==> src/rtl/ahb_pkg.sv <==
// rtl/ahb_pkg.sv - AHB transfer/burst encodings, beat-length constants and arbiter state type
package ahb_pkg;

    typedef enum logic [1:0] {
        TRANS_IDLE   = 2'b00,
        TRANS_BUSY   = 2'b01,
        TRANS_NONSEQ = 2'b10,
        TRANS_SEQ    = 2'b11
    } htrans_e;

    typedef enum logic [2:0] {
        BURST_SINGLE = 3'd0,
        BURST_INCR   = 3'd1,
        BURST_WRAP4  = 3'd2,
        BURST_INCR4  = 3'd3,
        BURST_WRAP8  = 3'd4,
        BURST_INCR8  = 3'd5,
        BURST_WRAP16 = 3'd6,
        BURST_INCR16 = 3'd7
    } hburst_e;

    // Beats still to come after the NONSEQ beat of a fixed-length burst.
    localparam logic [3:0] BEATS_LOAD_4  = 4'd3;
    localparam logic [3:0] BEATS_LOAD_8  = 4'd7;
    localparam logic [3:0] BEATS_LOAD_16 = 4'd15;

    typedef enum logic [1:0] {
        ST_DEFAULT_GNT = 2'd0,
        ST_OWNED       = 2'd1,
        ST_BURST       = 2'd2
    } arb_state_e;

    function automatic logic [3:0] beat_load(input logic [2:0] burst);
        case (burst)
            BURST_WRAP4,  BURST_INCR4:  return BEATS_LOAD_4;
            BURST_WRAP8,  BURST_INCR8:  return BEATS_LOAD_8;
            BURST_WRAP16, BURST_INCR16: return BEATS_LOAD_16;
            default:                    return 4'd0;
        endcase
    endfunction

endpackage

==> src/rtl/rr_pick.sv <==
// rtl/rr_pick.sv - round-robin search: first set request at or after (ptr + 1) mod N
module rr_pick #(
    parameter int N = 2
) (
    input  logic [N-1:0] req_i,
    input  logic [3:0]   ptr_i,
    output logic         found_o,
    output logic [3:0]   idx_o
);

    logic [4:0] cand;
    logic       found;
    logic [3:0] idx;

    always_comb begin
        found = 1'b0;
        idx   = '0;
        cand  = '0;
        for (int k = 1; k <= N; k++) begin
            cand = {1'b0, ptr_i} + 5'(k);
            if (cand >= 5'(N)) begin
                cand = cand - 5'(N);
            end
            for (int i = 0; i < N; i++) begin
                if (!found && req_i[i] && cand == 5'(i)) begin
                    found = 1'b1;
                    idx   = 4'(i);
                end
            end
        end
        found_o = found;
        idx_o   = idx;
    end

endmodule

==> src/rtl/ahb_bus_arbiter.sv <==
// rtl/ahb_bus_arbiter.sv - AHB round-robin bus arbiter with burst-aware handover
module ahb_bus_arbiter
    import ahb_pkg::*;
#(
    parameter int N_MASTERS      = 2,
    parameter int DEFAULT_MASTER = 0
) (
    input  logic                 HCLK,
    input  logic                 HRESET,
    input  logic [N_MASTERS-1:0] HBUSREQ,
    input  logic [1:0]           HTRANS,
    input  logic [2:0]           HBURST,
    input  logic                 HREADY,
    output logic [N_MASTERS-1:0] HGRANT,
    output logic [3:0]           HMASTER,
    output logic [3:0]           HMASTER_D
);

    localparam logic [N_MASTERS-1:0] DEF_GRANT = N_MASTERS'(1) << DEFAULT_MASTER;
    localparam logic [3:0]           DEF_IDX   = 4'(DEFAULT_MASTER);

    arb_state_e           state_q, state_d;
    logic [N_MASTERS-1:0] grant_q, grant_d;
    logic [3:0]           ptr_q, ptr_d;
    logic [3:0]           cnt_q, cnt_d;
    logic [3:0]           hmaster_q, hmaster_d;
    logic [3:0]           hmaster_dph_q, hmaster_dph_d;
    logic [3:0]           owner_idx;
    logic [3:0]           pick_idx;
    logic                 pick_found;
    logic                 handover;

    always_comb begin
        owner_idx = '0;
        for (int i = 0; i < N_MASTERS; i++) begin
            if (grant_q[i]) begin
                owner_idx = 4'(i);
            end
        end
    end

    // The owner is masked out so it is only kept when nobody else asks.
    rr_pick #(
        .N(N_MASTERS)
    ) u_rr_pick (
        .req_i  (HBUSREQ & ~grant_q),
        .ptr_i  (ptr_q),
        .found_o(pick_found),
        .idx_o  (pick_idx)
    );

    always_comb begin
        cnt_d = cnt_q;
        if (HREADY) begin
            if (HTRANS == TRANS_NONSEQ) begin
                cnt_d = beat_load(HBURST);
            end else if (HTRANS == TRANS_SEQ && state_q == ST_BURST) begin
                cnt_d = cnt_q - 4'd1;
            end
        end

        // Release on the last beat itself so the grant moves at its closing edge.
        handover = HREADY && (HTRANS != TRANS_BUSY) && (cnt_d == 4'd0);

        grant_d = grant_q;
        ptr_d   = ptr_q;
        if (handover) begin
            if (pick_found) begin
                for (int i = 0; i < N_MASTERS; i++) begin
                    grant_d[i] = (4'(i) == pick_idx);
                end
                ptr_d = pick_idx;
            end else if (|HBUSREQ) begin
                ptr_d = owner_idx;
            end else begin
                grant_d = DEF_GRANT;
            end
        end

        state_d = state_q;
        if (HREADY) begin
            if (cnt_d != 4'd0) begin
                state_d = ST_BURST;
            end else if (grant_d == DEF_GRANT && !(|HBUSREQ)) begin
                state_d = ST_DEFAULT_GNT;
            end else begin
                state_d = ST_OWNED;
            end
        end

        hmaster_d     = HREADY ? owner_idx : hmaster_q;
        hmaster_dph_d = HREADY ? hmaster_q : hmaster_dph_q;
    end

    always_ff @(posedge HCLK) begin
        if (HRESET) begin
            state_q       <= ST_DEFAULT_GNT;
            grant_q       <= DEF_GRANT;
            ptr_q         <= DEF_IDX;
            cnt_q         <= '0;
            hmaster_q     <= DEF_IDX;
            hmaster_dph_q <= DEF_IDX;
        end else begin
            state_q       <= state_d;
            grant_q       <= grant_d;
            ptr_q         <= ptr_d;
            cnt_q         <= cnt_d;
            hmaster_q     <= hmaster_d;
            hmaster_dph_q <= hmaster_dph_d;
        end
    end

    assign HGRANT    = grant_q;
    assign HMASTER   = hmaster_q;
    assign HMASTER_D = hmaster_dph_q;

endmodule

==> config.mk <==
export PLATFORM = sky130hd
export DESIGN_NAME = ahb_bus_arbiter
export DESIGN_NICKNAME = d
export VERILOG_FILES = /design/src/rtl/ahb_pkg.sv /design/src/rtl/rr_pick.sv /design/src/rtl/ahb_bus_arbiter.sv
export SDC_FILE = /design/constraint.sdc
export NUM_CORES = 1
export LEC_CHECK = 0
export CORE_UTILIZATION = 51
export CTS_BUF_LIST = sky130_fd_sc_hd__clkbuf_4
export CTS_CLUSTER_SIZE = 14
export DETAILED_ROUTE_END_ITERATION = 8
export GPL_TIMING_DRIVEN = 0
export PLACE_DENSITY = 0.9
export SYNTH_ARGS = -nofsm -noshare
export SYNTH_HDL_FRONTEND = slang
export SYNTH_SLANG_ARGS = --single-unit
==> constraint.sdc <==
create_clock -name HCLK -period 3.6 [get_ports HCLK]
set_input_delay 0.9 -clock HCLK [delete_from_list [all_inputs] [get_ports HCLK]]
set_output_delay 0.9 -clock HCLK [all_outputs]
set_load 0.1 [all_outputs]
# Yosys cells after proc, flatten, opt, wreduce, memory -nomap -nowiden

Index checks and enable logic that the tools add are counted.

Add/sub/neg operators: 5
$lt $le $gt $ge: 2
Equal/unequal tests: 14
Muxes and demuxes: 21
Bitwise logic cells: 2
Reductions and logical operators: 26

Operators by type and width:

| kind                                                | number |
|---|---|
| two-way mux 4 bit                                   | 5 |
| equality test 3 bit, second input constant          | 4 |
| one-hot mux 4 bit (3 select lines)                  | 1 |
| logical AND 1 bit                                   | 11 |
| equality test 5 x 1 -> 1 bit, second input constant | 2 |
| >= comparator 5 x 2 -> 1 bit, second input constant | 2 |
| zero test 5 bit                                     | 2 |
| two-way mux 5 bit                                   | 2 |
| subtractor 5 x 2 -> 5 bit, second input constant    | 2 |
| two-way mux 1 bit                                   | 9 |
| zero test 4 bit                                     | 2 |
| two-way mux 2 bit                                   | 4 |
| OR reduction 2 bit                                  | 4 |
| equality test 2 bit, second input constant          | 3 |
| equality test 3 x 2 -> 1 bit, second input constant | 2 |
| adder 4 x 1 -> 5 bit, second input constant         | 1 |
| adder 4 x 2 -> 5 bit, second input constant         | 1 |
| equality test 1 x 4 -> 1 bit, first input constant  | 1 |
| zero test 1 bit                                     | 4 |
| nonzero test 4 bit                                  | 1 |
| subtractor 4 x 1 -> 4 bit, second input constant    | 1 |
| bitwise AND 2 bit                                   | 1 |
| equality test 2 x 1 -> 1 bit, second input constant | 1 |
| != test 2 x 1 -> 1 bit, second input constant       | 1 |
| 3 further kinds                                     | 3 |

Register bits after elaboration: 20
Input port bits: 10

# Longest topological paths before layout

Gate-level depths: netlist of the first run.

Word-level depth: 25
Depth in mapped cells: 8
Mapped depth without buffers: 8

# By module

A second synthesis of the first run with hierarchy kept.

Cell total of the unflattened synthesis: 142
Area total of the unflattened synthesis: 1198.6 µm²

By module, submodules not included:

| module          | times used | cells an instance | area each (µm²) |
|---|---|---|---|
| ahb_bus_arbiter | 1          | 104               | 887.1 |
| rr_pick         | 1          | 38                | 311.5 |

# Worst setup path after synthesis of the first run

No wires, ideal clock.

Path kind: input to register
From: input port HTRANS[0]
To: register ptr_q[0]
Data arrival time: 2.045 ns
Path slack: 1.437 ns
Cell stages on the path: 6
Buffers on the path: 0
Cell sequence: nand4b_1 > o211a_1 > nor3_2 > and4_4 > o221ai_2 > a32o_1

Word-level cells in the longest chain between the ends: 8

RTL lines:

| element                                | RTL line               | RTL |
|---|---|---|
| start: declaration                     | ahb_bus_arbiter.sv:11  | `input logic [1:0] HTRANS,` |
| equality test 2 bit                    | ahb_bus_arbiter.sv:57  | `end else if (HTRANS == TRANS_SEQ && state_q == ST_BURST) begin` |
| logical AND 1 bit                      | ahb_bus_arbiter.sv:57  |  |
| two-way mux 4 bit                      | ahb_bus_arbiter.sv:57  |  |
| two-way mux 4 bit                      | ahb_bus_arbiter.sv:55  | `if (HTRANS == TRANS_NONSEQ) begin` |
| two-way mux 4 bit                      | ahb_bus_arbiter.sv:54  | `if (HREADY) begin` |
| zero test 4 bit                        | ahb_bus_arbiter.sv:63  | `handover = HREADY && (HTRANS != TRANS_BUSY) && (cnt_d == 4'd0);` |
| logical AND 1 bit *                    | ahb_bus_arbiter.sv:63  |  |
| AND reduction 2 bit (no source line) * | n/a                    |  |
| end signal: assignment                 | ahb_bus_arbiter.sv:106 | `ptr_q <= ptr_d;` |
| end: declaration                       | ahb_bus_arbiter.sv:24  | `logic [3:0] ptr_q, ptr_d;` |

Mark *: on every way between the ends. The rest lies on a longest branch, timed or not.
A chain may end at the register's enable or synchronous reset.

# Worst setup path in the final report of the first run

From: input port HTRANS[1]
To: register ptr_q[0]

The elaborated chain is that of the path after synthesis.

==> flow_metrics.py, run 1 <==
metrics = {
    "run_status": {
        "status": "finished clean",
    },
    "clock_network": {
        "clk_pin_slew_ps": 80,
        "cts_root_buf": "clkbuf_4",
        "clkSinkCount": 11,
        "hold_buffers": 0,
        "htree_levels": 1,
        "cts_buffers": 3,
        "clock_latency_ps": 270,
        "max-clock-path-buffers": 2,
        "post_cts_buffers": 0,
        "cts_tree": "yes",
        "cts_resized": 0,
    },
    "pwr": {
        "max-vdd-ir-drop_mv": 0.340,
        "pwr_density_cell_nw_per_um2": 393,
        "leakage_uw": 0.000363,
    },
    "setup_path": {
        "r2r-start": "cnt_q[0]$_SDFF_PP0_",
        "r2r_slack_ps": 1640,
        "crit_fanout": 8,
        "cp-start-kind": "primary input",
        "critPathKind": "in -> reg",
        "crit_required_ps": 3760,
        "arrival_ps": 2940,
        "reg2reg_to": "ptr_q[0]$_SDFFE_PP0P_",
        "crit_path_end_kind": "flip-flop",
        "reg2reg_depth": 6,
    },
    "logic_synthesis": {
        "synth-simple-area-share_pct": 26.8,
        "yosys.area.top_type": "dfxtp_1",
        "synth_area_leaders": "dfxtp_1 (32%), buf_4 (7.6%), nor2_1 (6.0%)",
        "syn_area_per_cell_um2": 8.14,
        "ys_types": 35,
        "ys_warn_count": 0,
        "muxShareOfSynthArea_pct": 2.89,
        "synthCells": 85,
        "synth_top_family_by_area": "simple AND/OR/NAND/NOR gates",
        "synth_commonest_cells": "dfxtp_1 (11), nor2_1 (11), buf_4 (7)",
        "yosysSeqAreaShare_pct": 31.8,
        "synth-adder-area-share_pct": 1.81,
        "mappedNetlistArea_um2": 692,
        "async_reset_ff_share_pct": 0,
        "synth-main-ff-cell": "dfxtp_1",
        "synth_xor_area_share_pct": 1.27,
        "synth-compound-area-share_pct": 23.5,
        "synth_edf_count": 0,
        "synth_seq_cells": 11,
        "synth_top_area_share_pct": 31.8,
    },
    "global_routing": {
        "grtUsageMet3_pct": 1.73,
        "use_met1_pct": 26.6,
        "grt-busiest-layer": "met2",
        "grt_usage_pct": 23.1,
        "gr-total-overflow": 0,
        "grt_antenna_before_repair": 0,
        "grt_max_degree": 11,
        "met2_usage_pct": 43.8,
        "first_global_vias": 564,
        "grt_first_pass_wirelength_um": 2400,
    },
    "die": {
        "fp.dieH_um": 38.8,
        "num_rows": 12,
        "die_area_um2": 1510,
        "num_io_pins": 20,
        "die-width_um": 38.8,
        "design.core.area_um2": 1190,
        "start_util_pct": 58.3,
    },
    "min_path": {
        "hold-path-cell-count": 2,
        "min_from": "HMASTER_D[0]$_SDFFE_PP0P_",
        "hold-path-endpoint": "HMASTER_D[0]$_SDFFE_PP0P_",
        "hp-class": "reg -> reg",
    },
    "cells_and_area": {
        "syn2layout_area_growth_pct": 26.6,
        "antenna_cells": 0,
        "drive_above_1_share_pct": 14.2,
        "seqCellArea_um2": 220,
        "final_nets": 118,
        "multi_input_area_um2": 412,
        "num-fill-cells": 97,
        "final_cells": 120,
    },
    "sta": {
        "tightestPinTransition_ps": 965,
        "rsz0062_at_grt": "no",
        "fin_crit_sh_pct": 77.2,
        "tns_ps": 0,
        "hold_viol_final": 0,
        "maxSlewViolCount": 0,
        "min_period_ps": 2780,
        "clock.fmax_mhz": 360,
        "skew_ps": 5.81,
        "slew_headroom_pct": 35.5,
        "setup_violations": 0,
    },
    "placement": {
        "place.gp.congestion": 0.781,
        "dp_hpwl_um": 1130,
        "io_buffers": 12,
        "dpl.cell_count": 116,
    },
    "route": {
        "drt_iter0_markers": 11,
        "routedWlPerCell_um": 12.4,
        "vias": 671,
        "drt_wl_total_um": 1490,
        "detail-route-antenna-nets": 0,
        "vias_per_cell": 5.59,
        "drt-pass1-iter-count": 4,
        "route.detailed.drc": 0,
    },
    "run": {
        "drv_cap": 0,
    },
}
[worst max-delay path, cell delays in order]
cell and delay (ps):
clkdlybuf4s50_1 620, nand4b_1 250, o211a_1 300, nor3_2 240, and4_4 280, o221ai_2 90, a32o_1 260
[placed cells by master, fill, tap and decap left out, types with 2 or more instances in the layout]
master	Yosys	layout
a211oi_1	2	2
a21oi_1	3	3
buf_4	7	7
clkbuf_4	0	3
clkdlybuf4s50_1	0	12
conb_1	1	6
dfxtp_1	11	11
inv_1	6	6
mux2i_1	2	2
nand2_1	3	3
nand2b_1	2	2
nor2_1	11	11
nor2b_1	2	2
nor3_1	5	5
o21ai_0	3	3
o22ai_1	3	3
o31ai_1	3	3
or2b_1	2	2
[metrics by stage]
step                      util (%)  hold WS [ps]  power [µW]  worst slack [ps]  cell area [µm²]
after floorplan                  -           465         234              1440              711
after global placement        71.5           476         259               607              848
after detailed placement      71.5           486         261               565              848
after CTS                     73.8           510         346               836              876
after global routing          73.8           526         362               717              876
final                         73.8           506         345               822              876
[registers in the layout (all words and copies together), names as in the netlist]
| signal | cells |
|---|---|
| cnt_q | 4 |
| HMASTER | 1 |
| ptr_q | 1 |
| HMASTER_D | 1 |
| state_q | 2 |
| HGRANT | 2 |
[logic make-up after synthesis]
| group | Yosys count |
|---|---|
| adders and majority gates | 1 |
| and+or+nand+nor | 33 |
| xor gates and xnor gates | 1 |
| muxes | 2 |
| buffers and inverters | 14 |
| DFF | 11 |
| AOI/OAI and AO/OA | 22 |
| other | 1 |
[per-layer routing]
metal | share of wire, % | routed length [µm] | vias up
li1 | - | - | 339
met1 | 44 | 654 | 310
met2 | 51 | 755 | 20
met3 | 4.5 | 67 | 2
met4 | 0.74 | 11 | 0
met5 | 0 | 0 | -
[final cells by class]
class                   instances  area share (%)
multi-input cells              65            47.0
flip-flops and latches         11            25.1
repair buffers                 12            13.7
plain buffers                   8            6.43
clock buffers                   3            2.57
inverters                       6            2.57
well taps                      14            2.00
clock inverters                 1           0.571
[power by group]
part	switching [µW]	leakage [µW]	internal [µW]
clock	44.0	0.0000177	41.0
combinational	79.0	0.000255	40.3
sequential	9.85	0.0000901	130
[how the worst max path moves through the flow]
stage	from	cells after the start	to	slack, ps
after floorplan	HTRANS[0]	6	ptr_q[0]$_SDFFE_PP0P_	1440
after global placement	HTRANS[1]	7	ptr_q[0]$_SDFFE_PP0P_	610
after detailed placement	HTRANS[1]	7	ptr_q[0]$_SDFFE_PP0P_	570
after CTS	HGRANT[0]$_SDFF_PP1_	1	HGRANT[0]	840
after global routing	HTRANS[1]	7	ptr_q[0]$_SDFFE_PP0P_	720
final	HTRANS[1]	7	ptr_q[0]$_SDFFE_PP0P_	820
Note: power is estimated with default switching activity, not from simulation.
==> inputs of run 2 (changes only) <==
--- a/config.mk
+++ b/config.mk
@@ -5,12 +5,12 @@
 export SDC_FILE = /design/constraint.sdc
 export NUM_CORES = 1
 export LEC_CHECK = 0
-export CORE_UTILIZATION = 51
+export CORE_UTILIZATION = 48
 export CTS_BUF_LIST = sky130_fd_sc_hd__clkbuf_4
 export CTS_CLUSTER_SIZE = 14
 export DETAILED_ROUTE_END_ITERATION = 8
 export GPL_TIMING_DRIVEN = 0
-export PLACE_DENSITY = 0.9
+export PLACE_DENSITY = 0.86
 export SYNTH_ARGS = -nofsm -noshare
 export SYNTH_HDL_FRONTEND = slang
 export SYNTH_SLANG_ARGS = --single-unit
==> constraint.sdc (replaced) <==
create_clock -name HCLK -period 2.91 [get_ports HCLK]
set_input_delay 0.7275 -clock HCLK [delete_from_list [all_inputs] [get_ports HCLK]]
set_output_delay 0.7275 -clock HCLK [all_outputs]
set_load 0.1 [all_outputs]
==> run 2 against run 1 <==
Register-to-register slack worse by 710 ps. Cell area rose by 0.14%. Largest cell class unchanged. Critical path type unchanged. Flip-flop and latch count did not move. Clock skew down 4.6 ps. First-iteration DRC count decreased by 18%. Hold slack worse by 4.6 ps. Worst setup slack lost 520 ps. Highest routed layer unchanged. Routed wire length shrank 0.67%. Count of clock-buffer cells in the layout unchanged.
==> flow_metrics.py, run 2 (synthesis results as in run 1) <==
metrics = {
    "run_status": {
        "status": "finished clean",
    },
    "global_routing": {
        "first_global_vias": 582,
        "grt_antenna_before_repair": 0,
        "grt_max_degree": 11,
        "grt_usage_pct": 21.8,
        "gr-total-overflow": 0,
        "grt_first_pass_wirelength_um": 2330,
    },
    "die": {
        "start_util_pct": 52.5,
        "design.core.area_um2": 1320,
        "fp.dieH_um": 40.0,
        "die_area_um2": 1600,
        "num_io_pins": 20,
        "num_rows": 13,
        "die-width_um": 40.0,
    },
    "sta": {
        "slew_headroom_pct": 35.6,
        "skew_ps": 1.22,
        "maxSlewViolCount": 0,
        "rsz0062_at_grt": "no",
        "whs_ps": 501,
        "tightestPinTransition_ps": 964,
        "min_period_ps": 2610,
        "clock.fmax_mhz": 383,
        "setup_violations": 0,
        "fin_crit_sh_pct": 89.7,
        "tns_ps": 0,
        "hold_viol_final": 0,
    },
    "pwr": {
        "pwr_density_cell_nw_per_um2": 483,
        "power_frac_seq_pct": 40.8,
        "clockPowerShare_pct": 24.1,
        "internal-power_uw": 262,
        "p_comb_share_pct": 35.1,
        "leakage_uw": 0.000363,
        "switching_share_pct": 38.1,
        "p_sw_uw": 162,
        "max-vdd-ir-drop_mv": 0.339,
    },
    "setup_path": {
        "crit_path_end_kind": "flip-flop",
        "arrival_ps": 2770,
        "critPathKind": "in -> reg",
        "crit_fanout": 8,
        "cp-start-kind": "primary input",
        "crit_required_ps": 3070,
    },
    "cells_and_area": {
        "antenna_cells": 0,
        "utilization_pct": 66.6,
        "largest_register_ffs": 4,
        "regMostFlops": "cnt_q",
        "drive_above_1_share_pct": 14.2,
        "layout_commonest_cell": "clkdlybuf4s50_1",
        "num-fill-cells": 133,
        "syn2layout_area_growth_pct": 26.8,
        "final_cell_mix": "clkdlybuf4s50_1 (12), dfxtp_1 (11), nor2_1 (11), buf_4 (7)",
        "final_nets": 118,
    },
    "clock_network": {
        "clock_latency_ps": 270,
        "post_cts_buffers": 0,
        "cts_tree": "yes",
        "cts_resized": 0,
        "hold_buffers": 0,
        "max-clock-path-buffers": 2,
        "htree_levels": 1,
        "cts_root_buf": "clkbuf_4",
        "cts_buffers": 3,
        "clk_pin_slew_ps": 70,
        "clkSinkCount": 11,
    },
    "route": {
        "detail-route-antenna-nets": 0,
        "vias": 678,
        "routedWlPerCell_um": 12.2,
        "drt_iter0_markers": 9,
        "drt-pass1-iter-count": 4,
        "vias_per_cell": 5.60,
        "drt_wl_total_um": 1480,
        "route.detailed.drc": 0,
    },
    "placement": {
        "dp_hpwl_um": 1100,
        "place.gp.congestion": 0.794,
        "io_buffers": 12,
    },
    "run": {
        "drv_cap": 0,
    },
    "min_path": {
        "hp-class": "reg -> reg",
    },
}
## run 2: cell counts in the layout (fill, tap and decap cells not counted)
No cell type changed its count.
## run 2: cell type report
class	count	area [µm²]	area share, %
Sequential cell	11	220	25.1
Inverter	6	22.5	2.57
Clock buffer	3	22.5	2.57
Multi-Input combinational cell	65	412	46.9
Timing Repair Buffer	12	120	13.7
Buffer	8	56.3	6.42
Tap cell	15	18.8	2.14
Clock inverter	1	5.00	0.571
## run 2: final timing paths
check | depth (start not counted) | slack (ps) | from | to
min | 2 | 500 | state_q[0]$_SDFFE_PP0P_ | state_q[0]$_SDFFE_PP0P_
max | 7 | 300 | HTRANS[1] | ptr_q[0]$_SDFFE_PP0P_
max reg2reg | 6 | 930 | cnt_q[0]$_SDFF_PP0_ | ptr_q[0]$_SDFFE_PP0P_
min reg2reg | 2 | 500 | state_q[0]$_SDFFE_PP0P_ | state_q[0]$_SDFFE_PP0P_
## run 2: layer usage
metal,routed length [µm],global-route usage (%),up-vias
li1,-,-,341
met4,30,15.5,0
met3,121,2.78,5
met5,0,0,-
met1,649,26.4,296
met2,677,35.1,36
## run 2: stage by stage
step	total power, µW	cells	setup slack [ps]	area (µm²)
finish	424	121	301	877
global route	451	121	218	877
CTS	425	121	319	877
detailed placement	323	117	61.6	850
global placement	320	117	88.6	850
floorplan	289	90	920	711
## run 2: critical path, stage by stage
cell	delay [ps]
clkdlybuf4s50_1	630
nand4b_1	250
o211a_1	290
nor3_2	240
and4_4	280
o221ai_2	80
a32o_1	260
## run 2: power by group through the flow
stage,Clock (µW),Combinational [µW],Sequential [µW]
finish,102,149,173
detailed placement,0,147,176
CTS,104,148,173
global placement,0,144,176
floorplan,0,93.1,196
global route,117,159,175
==> inputs of run 3 (changes only) <==
--- a/config.mk
+++ b/config.mk
@@ -5,12 +5,11 @@
 export SDC_FILE = /design/constraint.sdc
 export NUM_CORES = 1
 export LEC_CHECK = 0
-export CORE_UTILIZATION = 48
-export CTS_BUF_LIST = sky130_fd_sc_hd__clkbuf_4
+export CORE_UTILIZATION = 45
 export CTS_CLUSTER_SIZE = 14
 export DETAILED_ROUTE_END_ITERATION = 8
 export GPL_TIMING_DRIVEN = 0
-export PLACE_DENSITY = 0.86
+export PLACE_DENSITY = 0.81
 export SYNTH_ARGS = -nofsm -noshare
 export SYNTH_HDL_FRONTEND = slang
 export SYNTH_SLANG_ARGS = --single-unit
==> run 3 against run 2 <==
Cell count did not move. Routed wire length fell by 4.9%. Combinational power barely moved. Utilization fell by 2.5 points. Largest cell class unchanged. Sequential share of layout area barely moved.
==> flow_metrics.py, run 3 (synthesis results as in run 1) <==
metrics = {
    "cells_and_area": {
        "multi_input_area_um2": 412,
        "syn2layout_area_growth_pct": 26.6,
        "final_cell_mix": "clkdlybuf4s50_1 (12), dfxtp_1 (11), nor2_1 (11), buf_4 (7)",
        "seqCellArea_um2": 220,
        "utilization_pct": 64.1,
        "drive_above_1_share_pct": 13.2,
        "final_cells": 121,
        "largest_register_ffs": 4,
        "antenna_cells": 0,
        "regMostFlops": "cnt_q",
        "final_nets": 118,
        "num-fill-cells": 119,
        "layout_commonest_cell": "clkdlybuf4s50_1",
    },
    "pwr": {
        "max-vdd-ir-drop_mv": 0.327,
        "leakage_uw": 0.000360,
        "pwr_density_cell_nw_per_um2": 485,
    },
    "setup_path": {
        "crit_fanout": 6,
        "cp_top_family": "buffers and inverters",
        "crit_path_end_kind": "output pin",
        "crit_chain": "clkdlybuf4s50_1",
        "crit_cells": 1,
        "cp-start-kind": "flip-flop",
        "crit_required_ps": 2180,
        "arrival_ps": 1870,
        "critPathKind": "reg -> out",
        "cpMaxStageDelayCell": "clkdlybuf4s50_1",
        "reg2reg_depth": 6,
        "crit_buf_inv": 1,
        "critical_path.max_stage_delay_ps": 1170,
    },
    "sta": {
        "skew_ps": 4.25,
        "rsz0062_at_grt": "no",
        "min_period_ps": 2600,
        "setup_violations": 0,
        "clock.fmax_mhz": 385,
        "maxSlewViolCount": 0,
        "tightestPinTransition_ps": 967,
        "fin_crit_sh_pct": 89.2,
        "slew_headroom_pct": 35.4,
        "tns_ps": 0,
        "hold_viol_final": 0,
        "whs_ps": 511,
    },
    "placement": {
        "place.gp.congestion": 0.752,
        "io_buffers": 12,
        "dp_hpwl_um": 1060,
        "dpl.cell_count": 117,
    },
    "clock_network": {
        "post_cts_buffers": 0,
        "htree_levels": 1,
        "clkSinkCount": 11,
        "cts_tree": "yes",
        "clock_latency_ps": 270,
        "cts_buffers": 3,
        "max-clock-path-buffers": 2,
        "cts_root_buf": "clkbuf_4",
        "clk_pin_slew_ps": 70,
        "hold_buffers": 0,
        "cts_resized": 0,
    },
    "global_routing": {
        "grt_first_pass_wirelength_um": 2150,
        "first_global_vias": 523,
        "grt_antenna_before_repair": 0,
        "grt_usage_pct": 20.0,
        "grt_max_degree": 11,
        "gr-total-overflow": 0,
    },
    "die": {
        "die_area_um2": 1700,
        "fp.dieH_um": 41.2,
        "num_rows": 13,
        "design.core.area_um2": 1370,
        "die-width_um": 41.2,
        "start_util_pct": 50.6,
        "num_io_pins": 20,
    },
    "route": {
        "detail-route-antenna-nets": 0,
        "vias": 662,
        "route.detailed.drc": 0,
        "routedWlPerCell_um": 11.6,
        "drt_iter0_markers": 16,
        "drt-pass1-iter-count": 4,
        "vias_per_cell": 5.47,
        "drt_wl_total_um": 1410,
    },
    "min_path": {
        "hold-path-cell-count": 2,
        "hp-class": "reg -> reg",
    },
    "run": {
        "drv_cap": 0,
    },
    "run_status": {
        "status": "finished clean",
    },
}
==> run 3: cell count changes in the layout (fill, tap and decap cells not counted), sizes merged <==
cell and delta:
clkbuf +1, clkinv -1
==> run 3: metrics by stage <==
stage | cell area, µm² | setup slack (ps) | power, µW
after floorplan | 711 | 920 | 289
after CTS | 876 | 300 | 425
final | 876 | 315 | 425
after global routing | 876 | 249 | 451
after global placement | 850 | 80.7 | 320
after detailed placement | 850 | 96.2 | 322
==> run 3: tightest hold or removal path: stages, from the launching register on <==
cell,delay [ps]
dfxtp_1,330
nand2b_1,80
a21oi_1,60
==> run 3: cell type report <==
type                            count  area share, %
Tap cell                           15           2.14
Inverter                            6           2.57
Clock buffer                        4           3.00
Timing Repair Buffer               12           13.7
Sequential cell                    11           25.1
Buffer                              8           6.43
Multi-Input combinational cell     65           47.0
==> run 3: path summary, 6_finish.rpt <==
check | from | to | slack, ps
setup / recovery | HGRANT[0]$_SDFF_PP1_ | HGRANT[0] | 310
hold / removal | state_q[0]$_SDFFE_PP0P_ | state_q[0]$_SDFFE_PP0P_ | 510
setup reg to reg | cnt_q[0]$_SDFF_PP0_ | ptr_q[0]$_SDFFE_PP0P_ | 980
hold reg to reg | state_q[0]$_SDFFE_PP0P_ | state_q[0]$_SDFFE_PP0P_ | 510
==> run 3: routing by layer <==
layer	wire (µm)	up-vias	part of all wire [%]	global-route usage, %
li1	-	337	-	-
met1	659	301	47	24.0
met2	629	20	45	31.6
met3	94	4	6.7	3.26
met4	22	0	1.6	14.5
met5	0	-	0	0
==> run 3: power by group <==
part / internal [µW] / leakage [µW] / switching (µW)
logic: 49.9 / 0.000255 / 96.8
clock network: 53.1 / 0.0000150 / 51.7
registers: 162 / 0.0000901 / 11.5
